### src/rtl/operand_fetch_pkg.sv
// Shared processor definitions: datapath widths, register-file geometry and
// the 3-bit ALU function codes carried through the operand-fetch stage.
package operand_fetch_pkg;

    localparam int DATA_W = 16;
    localparam int NREG   = 8;
    localparam int AW     = 3;
    localparam int ALU_W  = 3;

    typedef enum logic [ALU_W-1:0] {
        ALU_ADD = 3'b000,
        ALU_SUB = 3'b001,
        ALU_AND = 3'b010,
        ALU_OR  = 3'b011,
        ALU_SLT = 3'b100
    } alu_op_e;

endpackage

### src/rtl/reg_file_8x16.sv
// General-purpose register file: one write port, two read ports with
// write-to-read bypass so a value written this cycle is seen by a capture
// on the same edge. Register 0 is hardwired to zero.
module reg_file_8x16
    import operand_fetch_pkg::*;
#(
    parameter int DATA_W = operand_fetch_pkg::DATA_W,
    parameter int NREG   = operand_fetch_pkg::NREG,
    parameter int AW     = operand_fetch_pkg::AW
) (
    input  logic              clk,
    input  logic              rst_n,
    input  logic              wr_en_i,
    input  logic [AW-1:0]     wr_addr_i,
    input  logic [DATA_W-1:0] wr_data_i,
    input  logic [AW-1:0]     ra_addr_i,
    output logic [DATA_W-1:0] ra_data_o,
    input  logic [AW-1:0]     rb_addr_i,
    output logic [DATA_W-1:0] rb_data_o
);

    logic [DATA_W-1:0] rf_q [NREG];

    // Bypassed read: r0 is always zero, a same-cycle write wins over storage.
    function automatic logic [DATA_W-1:0] read_port(
        input logic [AW-1:0]     addr,
        input logic              we,
        input logic [AW-1:0]     waddr,
        input logic [DATA_W-1:0] wdata,
        input logic [DATA_W-1:0] stored
    );
        if (addr == '0) begin
            return '0;
        end
        if (we && (waddr == addr)) begin
            return wdata;
        end
        return stored;
    endfunction

    // Write port; entry 0 is never written so it keeps its reset value of zero.
    always_ff @(posedge clk) begin
        if (!rst_n) begin
            for (int i = 0; i < NREG; i++) begin
                rf_q[i] <= '0;
            end
        end else if (wr_en_i && (wr_addr_i != '0)) begin
            rf_q[wr_addr_i] <= wr_data_i;
        end
    end

    // Two independent bypassed read ports.
    always_comb begin
        ra_data_o = read_port(ra_addr_i, wr_en_i, wr_addr_i, wr_data_i, rf_q[ra_addr_i]);
        rb_data_o = read_port(rb_addr_i, wr_en_i, wr_addr_i, wr_data_i, rf_q[rb_addr_i]);
    end

endmodule

### src/rtl/operand_fetch.sv
// Operand fetch stage: reads ALU sources from the register file (with
// writeback bypass), selects the immediate for b when requested, and holds
// the result in a single valid/ready output register for the ALU.
module operand_fetch
    import operand_fetch_pkg::*;
#(
    parameter int DATA_W = operand_fetch_pkg::DATA_W,
    parameter int NREG   = operand_fetch_pkg::NREG,
    parameter int AW     = operand_fetch_pkg::AW
) (
    input  logic              clk,
    input  logic              rst_n,
    input  logic              in_valid,
    output logic              in_ready,
    input  logic [AW-1:0]     rs_addr,
    input  logic [AW-1:0]     rt_addr,
    input  logic [DATA_W-1:0] imm,
    input  logic              use_imm,
    input  logic [ALU_W-1:0]  alu_control_in,
    input  logic              flush,
    input  logic              wr_en,
    input  logic [AW-1:0]     wr_addr,
    input  logic [DATA_W-1:0] wr_data,
    output logic              out_valid,
    input  logic              out_ready,
    output logic [DATA_W-1:0] a,
    output logic [DATA_W-1:0] b,
    output logic [ALU_W-1:0]  alu_control_out
);

    logic              out_valid_q, out_valid_d;
    logic [DATA_W-1:0] a_q, a_d;
    logic [DATA_W-1:0] b_q, b_d;
    logic [ALU_W-1:0]  ctl_q, ctl_d;
    logic [DATA_W-1:0] rs_data, rt_data;
    logic              capture;

    reg_file_8x16 #(
        .DATA_W (DATA_W),
        .NREG   (NREG),
        .AW     (AW)
    ) u_rf (
        .clk       (clk),
        .rst_n     (rst_n),
        .wr_en_i   (wr_en),
        .wr_addr_i (wr_addr),
        .wr_data_i (wr_data),
        .ra_addr_i (rs_addr),
        .ra_data_o (rs_data),
        .rb_addr_i (rt_addr),
        .rb_data_o (rt_data)
    );

    // Accept when the output slot is free or being drained, unless flushing.
    assign in_ready = (!out_valid_q || out_ready) && !flush;
    assign capture  = in_valid && in_ready;

    // Next state: flush empties the slot, capture refills it, a drain empties
    // it; operands only change on capture so a stalled beat stays frozen.
    always_comb begin
        out_valid_d = out_valid_q;
        a_d         = a_q;
        b_d         = b_q;
        ctl_d       = ctl_q;
        if (flush) begin
            out_valid_d = 1'b0;
        end else if (capture) begin
            out_valid_d = 1'b1;
            a_d         = rs_data;
            b_d         = use_imm ? imm : rt_data;
            ctl_d       = alu_control_in;
        end else if (out_ready) begin
            out_valid_d = 1'b0;
        end
    end

    // Output pipeline register; reset clears both control and operands.
    always_ff @(posedge clk) begin
        if (!rst_n) begin
            out_valid_q <= 1'b0;
            a_q         <= '0;
            b_q         <= '0;
            ctl_q       <= '0;
        end else begin
            out_valid_q <= out_valid_d;
            a_q         <= a_d;
            b_q         <= b_d;
            ctl_q       <= ctl_d;
        end
    end

    assign out_valid       = out_valid_q;
    assign a               = a_q;
    assign b               = b_q;
    assign alu_control_out = ctl_q;

endmodule
### config.mk
export PLATFORM = sky130hd
export DESIGN_NAME = operand_fetch
export DESIGN_NICKNAME = d
export VERILOG_FILES = /design/src/rtl/operand_fetch_pkg.sv /design/src/rtl/reg_file_8x16.sv /design/src/rtl/operand_fetch.sv
export SDC_FILE = /design/constraint.sdc
export NUM_CORES = 1
export LEC_CHECK = 0
export ABC_AREA = 1
export CORE_ASPECT_RATIO = 1.2
export CORE_MARGIN = 1
export CORE_UTILIZATION = 52
export DETAILED_ROUTE_END_ITERATION = 12
export GPL_ROUTABILITY_DRIVEN = 0
export MAX_ROUTING_LAYER = met4
export PLACE_DENSITY_LB_ADDON = 0.05
export SLEW_MARGIN = 30
export SYNTH_ARGS = -nofsm -noshare
export SYNTH_HDL_FRONTEND = slang
export SYNTH_SLANG_ARGS = --single-unit
### constraint.sdc
create_clock -name clk -period 1.8 [get_ports clk]
set_clock_uncertainty 0.15 [all_clocks]
set_input_delay 0.36 -clock clk [delete_from_list [all_inputs] [get_ports clk]]
set_output_delay 0.36 -clock clk [all_outputs]
set_load 0.005 [all_outputs]
==> results of run 1 <==
==> per-layer routing <==
layer,wire length [um],up-vias
li1,-,4013
met3,3041,55
met2,11910,474
met5,0,-
met4,544,0
met1,10800,3790
==> cells in the final DEF (no fill, tap or decap), drive strengths merged <==
cell type and instances:
o21ai 16, clkbuf 18, dlymetal6s2s 28, nand3 259, clkdlybuf4s50 56, a31oi 1, dfxtp 36, nand2 375
nor2 126, dlygate4sd2 1, edfxtp 128, clkinv 20, buf 92, conb 16, nor3 2, clkinvlp 5
inv 51, a21oi 51
==> per-stage QoR <==
| stage | utilization | worst slack (ns) | hold WS (ns) |
|---|---|---|---|
| after floorplan | - | -0.1407 | 0.2868 |
| after global placement | 0.6326 | -0.3870 | 0.3025 |
| after detailed placement | 0.6326 | -0.4025 | 0.3023 |
| after CTS | 0.6653 | 0.0002229 | 0.3131 |
| after global routing | 0.6763 | -0.01005 | 0.3243 |
| final | 0.6763 | 0.03527 | 0.3088 |
==> power groups by stage <==
stage / sequential, W / clock [W] / combinational, W
finish: 0.00445 / 0.00340 / 0.00162
global route: 0.00447 / 0.00361 / 0.00177
CTS: 0.00445 / 0.00345 / 0.00156
detailed placement: 0.00453 / 0 / 0.00156
global placement: 0.00452 / 0 / 0.00154
floorplan: 0.00450 / 0 / 0.000854
==> worst max path at each step <==
stage | to | slack (ns) | cells after the start
3_3_place_gp | b[14] | -0.39 | 10
6_report | b[1] | 0.04 | 1
3_5_place_dp | b[14] | -0.40 | 10
5_1_grt | b[2] | -0.01 | 13
2_1_floorplan | u_rf.rf_q[3][0] | -0.14 | 7
4_1_cts | b[8] | 0.0002 | 1
==> sequential cells by signal (all words and copies together) (netlist names) <==
signal,count
out_valid,1
u_rf.rf_q,128
alu_control_out,3
a,16
b,16
==> final cells by class <==
type                            instances  area (um^2)  share of cell area
Clock inverter                         15        122.6             0.01076
Tap cell                              216        270.3             0.02372
Multi-Input combinational cell        846         3845              0.3374
Timing Repair Buffer                  178         1931              0.1694
Clock buffer                           17        425.4             0.03733
Sequential cell                       164         4571              0.4011
Inverter                               61        231.5             0.02031
==> kinds of logic (layout without fill, tap and decap cells) <==
group,count (synthesis),in the layout,synth area share
AO/OA/AOI/OAI,68,68,0.04411
other,1,16,0.0004196
AND/OR/NAND/NOR,762,762,0.3755
flip-flops,164,164,0.5108
buffers and inverters,134,271,0.06917
==> repair_timing <==
action,4_1_cts,5_1_grt
gates resized for setup,3,39
hold buffers,0,0
buffers inserted,0,4
endpoints found under the setup margin,2,61
pin swaps,0,4
endpoints found under the hold margin,0,0
gates cloned,0,1
==> metrics.md, run 1 <==
| Metric | Value |
|---|---|
| Run status | `finished, final reports clean` |
| Drt drc | `0` |
| Yosys warns | `0` |
| CP max-delay cell | `clkdlybuf4s50_1` |
| Vias | `8332` |
| Synth Register Bits | `164` |
| Post-synth ARST share | `0` |
| Hold Crit Start | `a[0]` |
| Initial antenna violation count | `0` |
| Seq/Total Area, Yosys | `0.5108` |
| Reg clk slew, reported paths | `0.07 ns` |
| Avg WL per Cell | `17.56 um` |
| CP endpoint kind | `primary output` |
| Synth top area cells | `edfxtp_1 43%, nand2_1 15%, nand3_1 14%` |
| CTS Buf Count | `17` |
| CORE AREA | `0.01685 mm^2` |
| Layout area overhead | `27.53%` |
| Final setup fails | `0` |
| Reg power frac | `0.470` |
| DP HPWL | `18030 um` |
| Fin crit share | `0.9804` |
| Synth cell types | `28` |
| CTS root buffer | `clkbuf_16` |
| Cell Pwr Density | `831.5 mW/mm^2` |
| Final Max Slew Viols | `0` |
| Die area | `0.01772 mm^2` |
| Fin cells | `1497` |
| ANT cells | `0` |
| Die height | `145.6 um` |
| Total track usage | `0.3164` |
| Number of global-route vias before repair | `7547` |
| Mapped Cells | `1129` |
| Most common cell in the synthesized netlist | `nand2_1` |
| Worst min-delay path class | `reg -> reg` |
| Largest net degree at the start of global routing | `65` |
| Total clock sinks | `164` |
| Sw power | `0.002679 W` |
| Worst Setup Start Kind | `flip-flop` |
| Max-capacitance violation count | `0` |
| Met1 usage | `0.4327` |
| Share of layout cells above drive strength 1 | `0.1452` |
| Final nets | `1319` |
| Grt met2 use | `0.4670` |
| Post-Layout Inst Area | `0.01140 mm^2` |
| Sum of negative setup slack | `0 ns` |
| Top Usage Layer GRT | `met2` |
| Final Hold Vio Count | `0` |
| Combinational power share | `0.171` |
| Final min period | `1.765 ns` |
| Placed Cells | `1460` |
| Critical Path RT | `1.29 ns` |
| Clock Path Buffers | `2` |
| Fillers | `1397` |
| Io pins | `88` |
| Worst hold endpoint | `a[0]` |
| Achievable frequency | `0.5667 GHz` |
| Max H-tree Level | `4` |
| Crit-path max cell delay | `0.50 ns` |
| RR Endpoint | `a[11]` |
| WP buf/inv | `1` |
| Worst R2R Setup Slack | `0.25 ns` |
| Post-synth EDFFs | `128` |
| Routed WL | `26290 um` |
| Commonest cells in the netlist | `364 x nand2_1, 247 x nand3_1, 128 x edfxtp_1` |
| Worst reg-to-reg path cell count | `9` |
| CP max FO | `2` |
| WP data arrival | `1.25 ns` |
| Sw Share | `0.2827` |
| First-pass GRT wire length | `41010 um` |
| Rows | `52` |
| GR Layer Usage met3 | `0.07053` |
| I/O Buffers | `87` |
| Via density | `5.566` |
| Crit-path leading delay family | `buffers and inverters` |
| Initial core utilization | `0.5303` |
| Post-synth top flop | `edfxtp_1` |
| Reg-to-Reg Start | `out_valid` |
| TritonRoute pass-1 iters | `5` |
| Placed cell area | `0.01066 mm^2` |
| Total power | `0.009476 W` |
| Top cell type's share of synthesized area | `0.4301` |
| Initial DRC Count | `869` |
| Hold Path Depth | `2` |
| Remaining antenna violation count | `0` |
| Worst Setup SP | `b[1]` |
| Int Power | `0.006798 W` |
| CP Class | `reg -> out` |
| Gr ovfl total | `0` |
| Static Leak | `5.245 nW` |
| CTS tree | `yes` |
| Max VDD drop | `663.2 uV` |
| Mapped Area | `0.008936 mm^2` |
| Clk_lat worst skew | `0.43 ns` |
| Die Width | `121.7 um` |
| Area leader, netlist | `edfxtp_1` |
| Worst path cell trace | `clkdlybuf4s50_1` |
| Clk pwr share | `0.359` |
| Mean Syn Cell Area | `7.915 um^2` |
Note: power is estimated with default switching activity, not from simulation.
==> inputs of run 2 (changes only) <==
--- a/config.mk
+++ b/config.mk
@@ -6,7 +6,7 @@
 export NUM_CORES = 1
 export LEC_CHECK = 0
 export ABC_AREA = 1
-export CORE_ASPECT_RATIO = 1.2
+export CORE_ASPECT_RATIO = 0.75
 export CORE_MARGIN = 1
 export CORE_UTILIZATION = 52
 export DETAILED_ROUTE_END_ITERATION = 12
==> run 2 against run 1 <==
Effect of this change:
- critical endpoint is now a[1]
- total power up 2.1%
- sequential share of layout area is 0.18 points lower
- setup slack got worse by 0.0028 ns
- core utilization is 0.44 points higher
- via count rose by 2.7%
- sequential power hardly changed
- critical path depth stayed put
- cell area increased by 0.49%
- maximum frequency fell by 0.16%
- count of clock-buffer cells in the layout stayed put
==> metrics.md, run 2 (synthesis results as in run 1) <==
| Metric | Value |
|---|---|
| Run status | `finished, final reports clean` |
| Io pins | `88 (unchanged)` |
| Number of global-route vias before repair | `7839 (+3.9%)` |
| Cell Pwr Density | `845.2 mW/mm^2 (+1.6%)` |
| Clock Path Buffers | `2 (unchanged)` |
| CTS root buffer | `clkbuf_16` |
| Most flop-heavy register | `u_rf.rf_q` |
| Worst path cell trace | `clkdlybuf4s50_1` |
| Total clock sinks | `164 (unchanged)` |
| TritonRoute pass-1 iters | `5 (unchanged)` |
| Worst Setup SP | `a[1]` |
| Final nets | `1320 (+0.076%)` |
| Avg WL per Cell | `18.80 um (+7.0%)` |
| Die area | `0.01772 mm^2 (about the same)` |
| Crit-path leading delay family | `buffers and inverters` |
| Largest net degree at the start of global routing | `65 (unchanged)` |
| DP HPWL | `18900 um (+4.8%)` |
| Max VDD drop | `606.4 uV (-8.6%)` |
| Die Width | `153.4 um (+26%)` |
| Sum of negative setup slack | `0 ns (unchanged)` |
| Commonest cells after routing, fill and taps aside | `360 x nand2_1, 247 x nand3_1, 128 x edfxtp_1, 116 x nor2_1, 63 x buf_4` |
| Worst min-delay path class | `reg -> reg` |
| Worst reg-to-reg path cell count | `8 (-1)` |
| Share of layout cells above drive strength 1 | `0.1459 (+0.0006668)` |
| ANT cells | `0 (unchanged)` |
| Clk_lat worst skew | `0.43 ns (about the same)` |
| I/O Buffers | `87 (unchanged)` |
| Final setup fails | `0 (unchanged)` |
| Drt drc | `0 (unchanged)` |
| CP Class | `reg -> out` |
| Remaining antenna violation count | `0 (unchanged)` |
| Initial antenna violation count | `0 (unchanged)` |
| Most common cell after layout, fill and taps aside | `nand2_1` |
| Gr ovfl total | `0 (unchanged)` |
| Final min period | `1.767 ns (+0.002769 ns)` |
| CP endpoint kind | `primary output` |
| RSZ-0062 raised after global routing | `false` |
| Critical Path RT | `1.29 ns (about the same)` |
| Layout area overhead | `28.16%` |
| RR Endpoint | `a[14]` |
| Reg clk slew, reported paths | `0.07 ns (about the same)` |
| Routed WL | `28140 um (+7.0%)` |
| Initial core utilization | `0.5311 (+0.0007887)` |
| Worst Setup Start Kind | `flip-flop` |
| Reg-to-Reg Start | `out_valid` |
| Via density | `5.714 (+2.7%)` |
| CTS tree | `yes` |
| WP data arrival | `1.26 ns (about the same)` |
| Static Leak | `5.307 nW (+1.2%)` |
| Crit-path max cell delay | `0.49 ns (about the same)` |
| Total track usage | `0.3326 (+0.01625)` |
| Fin crit share | `0.9819 (+0.001539)` |
| CP max FO | `2 (unchanged)` |
| CTS Buf Count | `17 (unchanged)` |
| Worst hold margin | `0.3127 ns (+0.003879 ns)` |
| Die height | `115.5 um (-21%)` |
| Final Hold Vio Count | `0 (unchanged)` |
| Worst Setup EP | `a[1]` |
| Vias | `8554 (+2.7%)` |
| Stages on worst setup path | `1 (unchanged)` |
| Hold-fix buffers, CTS | `0 (unchanged)` |
| Worst R2R Setup Slack | `0.23 ns (-0.02 ns)` |
| Final Max Slew Viols | `0 (unchanged)` |
| Max reg flops | `128 (unchanged)` |
| Achievable frequency | `0.5658 GHz (-0.16%)` |
| Rows | `41 (-21%)` |
| Max-capacitance violation count | `0 (unchanged)` |
| CP max-delay cell | `clkdlybuf4s50_1` |
| WP buf/inv | `1 (unchanged)` |
| Max H-tree Level | `4 (unchanged)` |
| First-pass GRT wire length | `42690 um (+4.1%)` |
| Initial DRC Count | `1002 (+15%)` |
| CORE AREA | `0.01683 mm^2 (-0.15%)` |
-- run 2: changes by cell type in the layout (fill, tap and decap cells not counted), sizes merged, moves of 2 or more --
cell and delta:
dlymetal6s2s +2, clkdlybuf4s50 -4, clkinvlp -4, clkinv +2
-- run 2: how the worst min path moves through the flow --
stage / from / endpoint / slack [ns] / depth (start not counted)
global placement: a[0] / a[0] / 0.30 / 2
global route: a[6] / a[6] / 0.33 / 2
detailed placement: a[0] / a[0] / 0.30 / 2
floorplan: flush / out_valid / 0.29 / 1
CTS: a[0] / a[0] / 0.31 / 2
finish: a[0] / a[0] / 0.31 / 2
-- run 2: metal layers --
| metal | up-vias | part of all wire | routed length, um | GRT usage |
|---|---|---|---|---|
| met5 | - | 0 | 0 | - |
| met4 | 0 | 0.047 | 1317 | 0.1813 |
| met3 | 87 | 0.083 | 2340 | 0.04974 |
| met2 | 466 | 0.47 | 13090 | 0.5209 |
| met1 | 3992 | 0.40 | 11390 | 0.4215 |
| li1 | 4009 | - | - | - |
-- run 2: final cells by class --
class                   count  area, um^2
fillers                  1377        5374
inverters                  61       231.5
clock inverters            15       143.9
well taps                 215       269.0
flip-flops and latches    164        4573
repair buffers            177        1943
multi-input cells         848        3866
clock buffers              17       425.4
-- run 2: where the power goes --
part / internal, W / switching [W] / leakage (nW)
clock: 0.00194 / 0.00164 / 0.278
sequential: 0.00433 / 0.000128 / 1.53
combinational: 0.000672 / 0.000973 / 3.50
-- run 2: what timing repair did --
action	4_1_cts	5_1_grt
resized for setup	4	47
buffers inserted	0	5
endpoints found under the setup margin	4	109
gates cloned	0	4
pin swaps	0	7
-- run 2: through the flow --
| step | area (um^2) | power, W | setup WS (ns) | utilization | cells |
|---|---|---|---|---|---|
| after global placement | 10660 | 0.006084 | -0.3637 | 0.6336 | 1456 |
| after detailed placement | 10660 | 0.006108 | -0.3983 | 0.6336 | 1456 |
| after floorplan | 8995 | 0.005354 | -0.1407 | - | 1144 |
| final | 11450 | 0.009679 | 0.03250 | 0.6806 | 1497 |
| after global routing | 11450 | 0.01001 | 0.001535 | 0.6806 | 1497 |
| after CTS | 11230 | 0.009631 | 0.001449 | 0.6673 | 1488 |
==> inputs of run 3 (changes only) <==
--- a/config.mk
+++ b/config.mk
@@ -8,7 +8,7 @@
 export ABC_AREA = 1
 export CORE_ASPECT_RATIO = 0.75
 export CORE_MARGIN = 1
-export CORE_UTILIZATION = 52
+export CORE_UTILIZATION = 58
 export DETAILED_ROUTE_END_ITERATION = 12
 export GPL_ROUTABILITY_DRIVEN = 0
 export MAX_ROUTING_LAYER = met4
==> constraint.sdc (replaced) <==
create_clock -name clk -period 1.9 [get_ports clk]
set_clock_uncertainty 0.15 [all_clocks]
set_input_delay 0.38 -clock clk [delete_from_list [all_inputs] [get_ports clk]]
set_output_delay 0.38 -clock clk [all_outputs]
set_load 0.005 [all_outputs]
==> run 3 against run 2 <==
Effect of this change:
- setup slack improved by 0.021 ns
- via count rose by 0.85%
- cell count down 1.7%
- non-clock buffer count shrank 9
- register-to-register slack improved by 0.05 ns
- count of clock-buffer cells in the layout up 1
- core utilization up 7.7 points
- sequential power down 5.2%
- sequential cell count stayed put
- sequential share of layout area rose by 0.92 points
- critical path type unchanged
==> metrics.md, run 3 (synthesis results as in run 1) <==
| Metric | Value |
|---|---|
| WP data arrival | `1.32 ns (+0.06 ns)` |
| Final nets | `1309 (-0.83%)` |
| CTS Buf Count | `17 (unchanged)` |
| I/O Buffers | `87 (unchanged)` |
| Final setup fails | `0 (unchanged)` |
| Initial antenna violation count | `0 (unchanged)` |
| Worst min-delay path class | `reg -> reg` |
| Sum of negative setup slack | `0 ns (unchanged)` |
| TritonRoute pass-1 iters | `8 (+3)` |
| Reg clk slew, reported paths | `0.07 ns (about the same)` |
| Clk_lat worst skew | `0.43 ns (about the same)` |
| Initial DRC Count | `1079 (+7.7%)` |
| CTS root buffer | `clkbuf_16` |
| Worst Setup Start Kind | `flip-flop` |
| Static Leak | `4.746 nW (-11%)` |
| Largest net degree at the start of global routing | `65 (unchanged)` |
| Layout area overhead | `25.03%` |
| Crit-path max cell delay | `0.54 ns (+0.05 ns)` |
| Final Hold Vio Count | `0 (unchanged)` |
| CP endpoint kind | `primary output` |
| Total track usage | `0.3690 (+0.03636)` |
| Rows | `38 (-7.3%)` |
| Share of layout cells above drive strength 1 | `0.1282 (-0.01762)` |
| Clock Path Buffers | `2 (unchanged)` |
| Max H-tree Level | `4 (unchanged)` |
| Via density | `5.865 (+2.6%)` |
| Remaining antenna violation count | `0 (unchanged)` |
| Max reg flops | `128 (unchanged)` |
| Worst path cell trace | `clkdlybuf4s50_1` |
| Die height | `109.5 um (-5.2%)` |
| Max-capacitance violation count | `0 (unchanged)` |
| Achievable frequency | `0.5416 GHz` |
| Most flop-heavy register | `u_rf.rf_q` |
| Most common cell after layout, fill and taps aside | `nand2_1` |
| WP buf/inv | `1 (unchanged)` |
| Final Max Slew Viols | `0 (unchanged)` |
| Vias | `8627 (+0.85%)` |
| Total clock sinks | `164 (unchanged)` |
| CP Class | `reg -> out` |
| Final min period | `1.846 ns` |
| CTS tree | `yes` |
| Die Width | `145.3 um (-5.2%)` |
| Avg WL per Cell | `18.58 um (-1.2%)` |
| Gr ovfl total | `0 (unchanged)` |
| First-pass GRT wire length | `42970 um (+0.66%)` |
| Initial core utilization | `0.6063 (+0.07520)` |
| Cell Pwr Density | `821.5 mW/mm^2 (-2.8%)` |
| CORE AREA | `0.01474 mm^2 (-12%)` |
| Fin crit share | `0.9718` |
| DP HPWL | `18770 um (-0.70%)` |
| Hold-fix buffers, CTS | `0 (unchanged)` |
| Drt drc | `0 (unchanged)` |
| Final Core Density | `0.7581 (+0.07744)` |
| Die area | `0.01591 mm^2 (-10%)` |
| CP max-delay cell | `clkdlybuf4s50_1` |
| Commonest cells after routing, fill and taps aside | `363 x nand2_1, 247 x nand3_1, 128 x edfxtp_1, 117 x nor2_1, 84 x clkdlybuf4s50_1` |
| Number of global-route vias before repair | `8176 (+4.3%)` |
| Fillers | `1087 (-21%)` |
| Max VDD drop | `543.6 uV (-10%)` |
| Io pins | `88 (unchanged)` |
| CP max FO | `2 (unchanged)` |
| Routed WL | `27330 um (-2.9%)` |
| Run status | `finished, final reports clean` |
| ANT cells | `0 (unchanged)` |
| Critical Path RT | `1.37 ns (+0.08 ns)` |
| Crit-path leading delay family | `buffers and inverters` |
| RSZ-0062 raised after global routing | `false` |
## run 3: cell types whose count changed in the layout (fill, tap and decap cells not counted), moves of 2 or more
cell and delta:
clkinvlp_4 +2, dfxtp_2 -7, buf_4 -3, buf_12 -4, dfxtp_1 +7, nand2_4 -2
dlymetal6s2s_1 -30, clkdlybuf4s50_1 +32, inv_6 -3, nand2_1 +3
## run 3: metrics by stage
stage	area, um^2	setup WS [ns]	std cells	power, W	hold WS [ns]
2_1_floorplan	8995	-0.06066	1144	0.005072	0.3068
3_3_place_gp	10570	-0.2485	1438	0.005724	0.3004
3_5_place_dp	10570	-0.3228	1438	0.005758	0.3106
4_1_cts	11150	0.04713	1470	0.009145	0.3220
5_1_grt	11170	0.01309	1471	0.009470	0.3378
6_report	11170	0.05360	1471	0.009179	0.3185
## run 3: path summary, 6_finish.rpt
check,cells past startpoint,from,slack [ns],endpoint
max,1,b[8],0.05,b[8]
max reg2reg,9,out_valid,0.28,b[4]
min reg2reg,2,a[12],0.32,a[12]
min,2,a[12],0.32,a[12]
## run 3: final cells by class
class / count / area, um^2 / area share
clock buffer: 18 / 429.2 / 0.03841
clock inverter: 14 / 152.6 / 0.01366
inverter: 61 / 231.5 / 0.02072
multi-input combinational: 846 / 3815 / 0.3414
sequential: 164 / 4564 / 0.4085
tap: 200 / 250.2 / 0.02240
timing repair buffer: 168 / 1730 / 0.1549
## run 3: report_power, final
group | internal (W) | total (W) | switching [W] | leakage (nW)
Combinational | 0.000615 | 0.00151 | 0.000895 | 2.94
Sequential | 0.00410 | 0.00422 | 0.000121 | 1.52
Clock | 0.00195 | 0.00345 | 0.00150 | 0.277
Total | 0.00666 | 0.00918 | 0.00252 | 4.75
## run 3: repair_timing
item | 4_1_cts | 5_1_grt
buffers inserted | 0 | 1
setup endpoints to repair | 1 | 6
pin swaps | 0 | 1
hold endpoints to repair | 0 | 0
gates resized for setup | 1 | 1
## run 3: per-layer routing
layer / wire (um) / share of wire / global-route usage / up-vias
met4: 1347 / 0.049 / 0.2023 / 0
met1: 10620 / 0.39 / 0.4536 / 4003
met3: 2677 / 0.098 / 0.05726 / 98
li1: - / - / - / 3992
met2: 12690 / 0.46 / 0.5962 / 534
met5: 0 / 0 / - / -
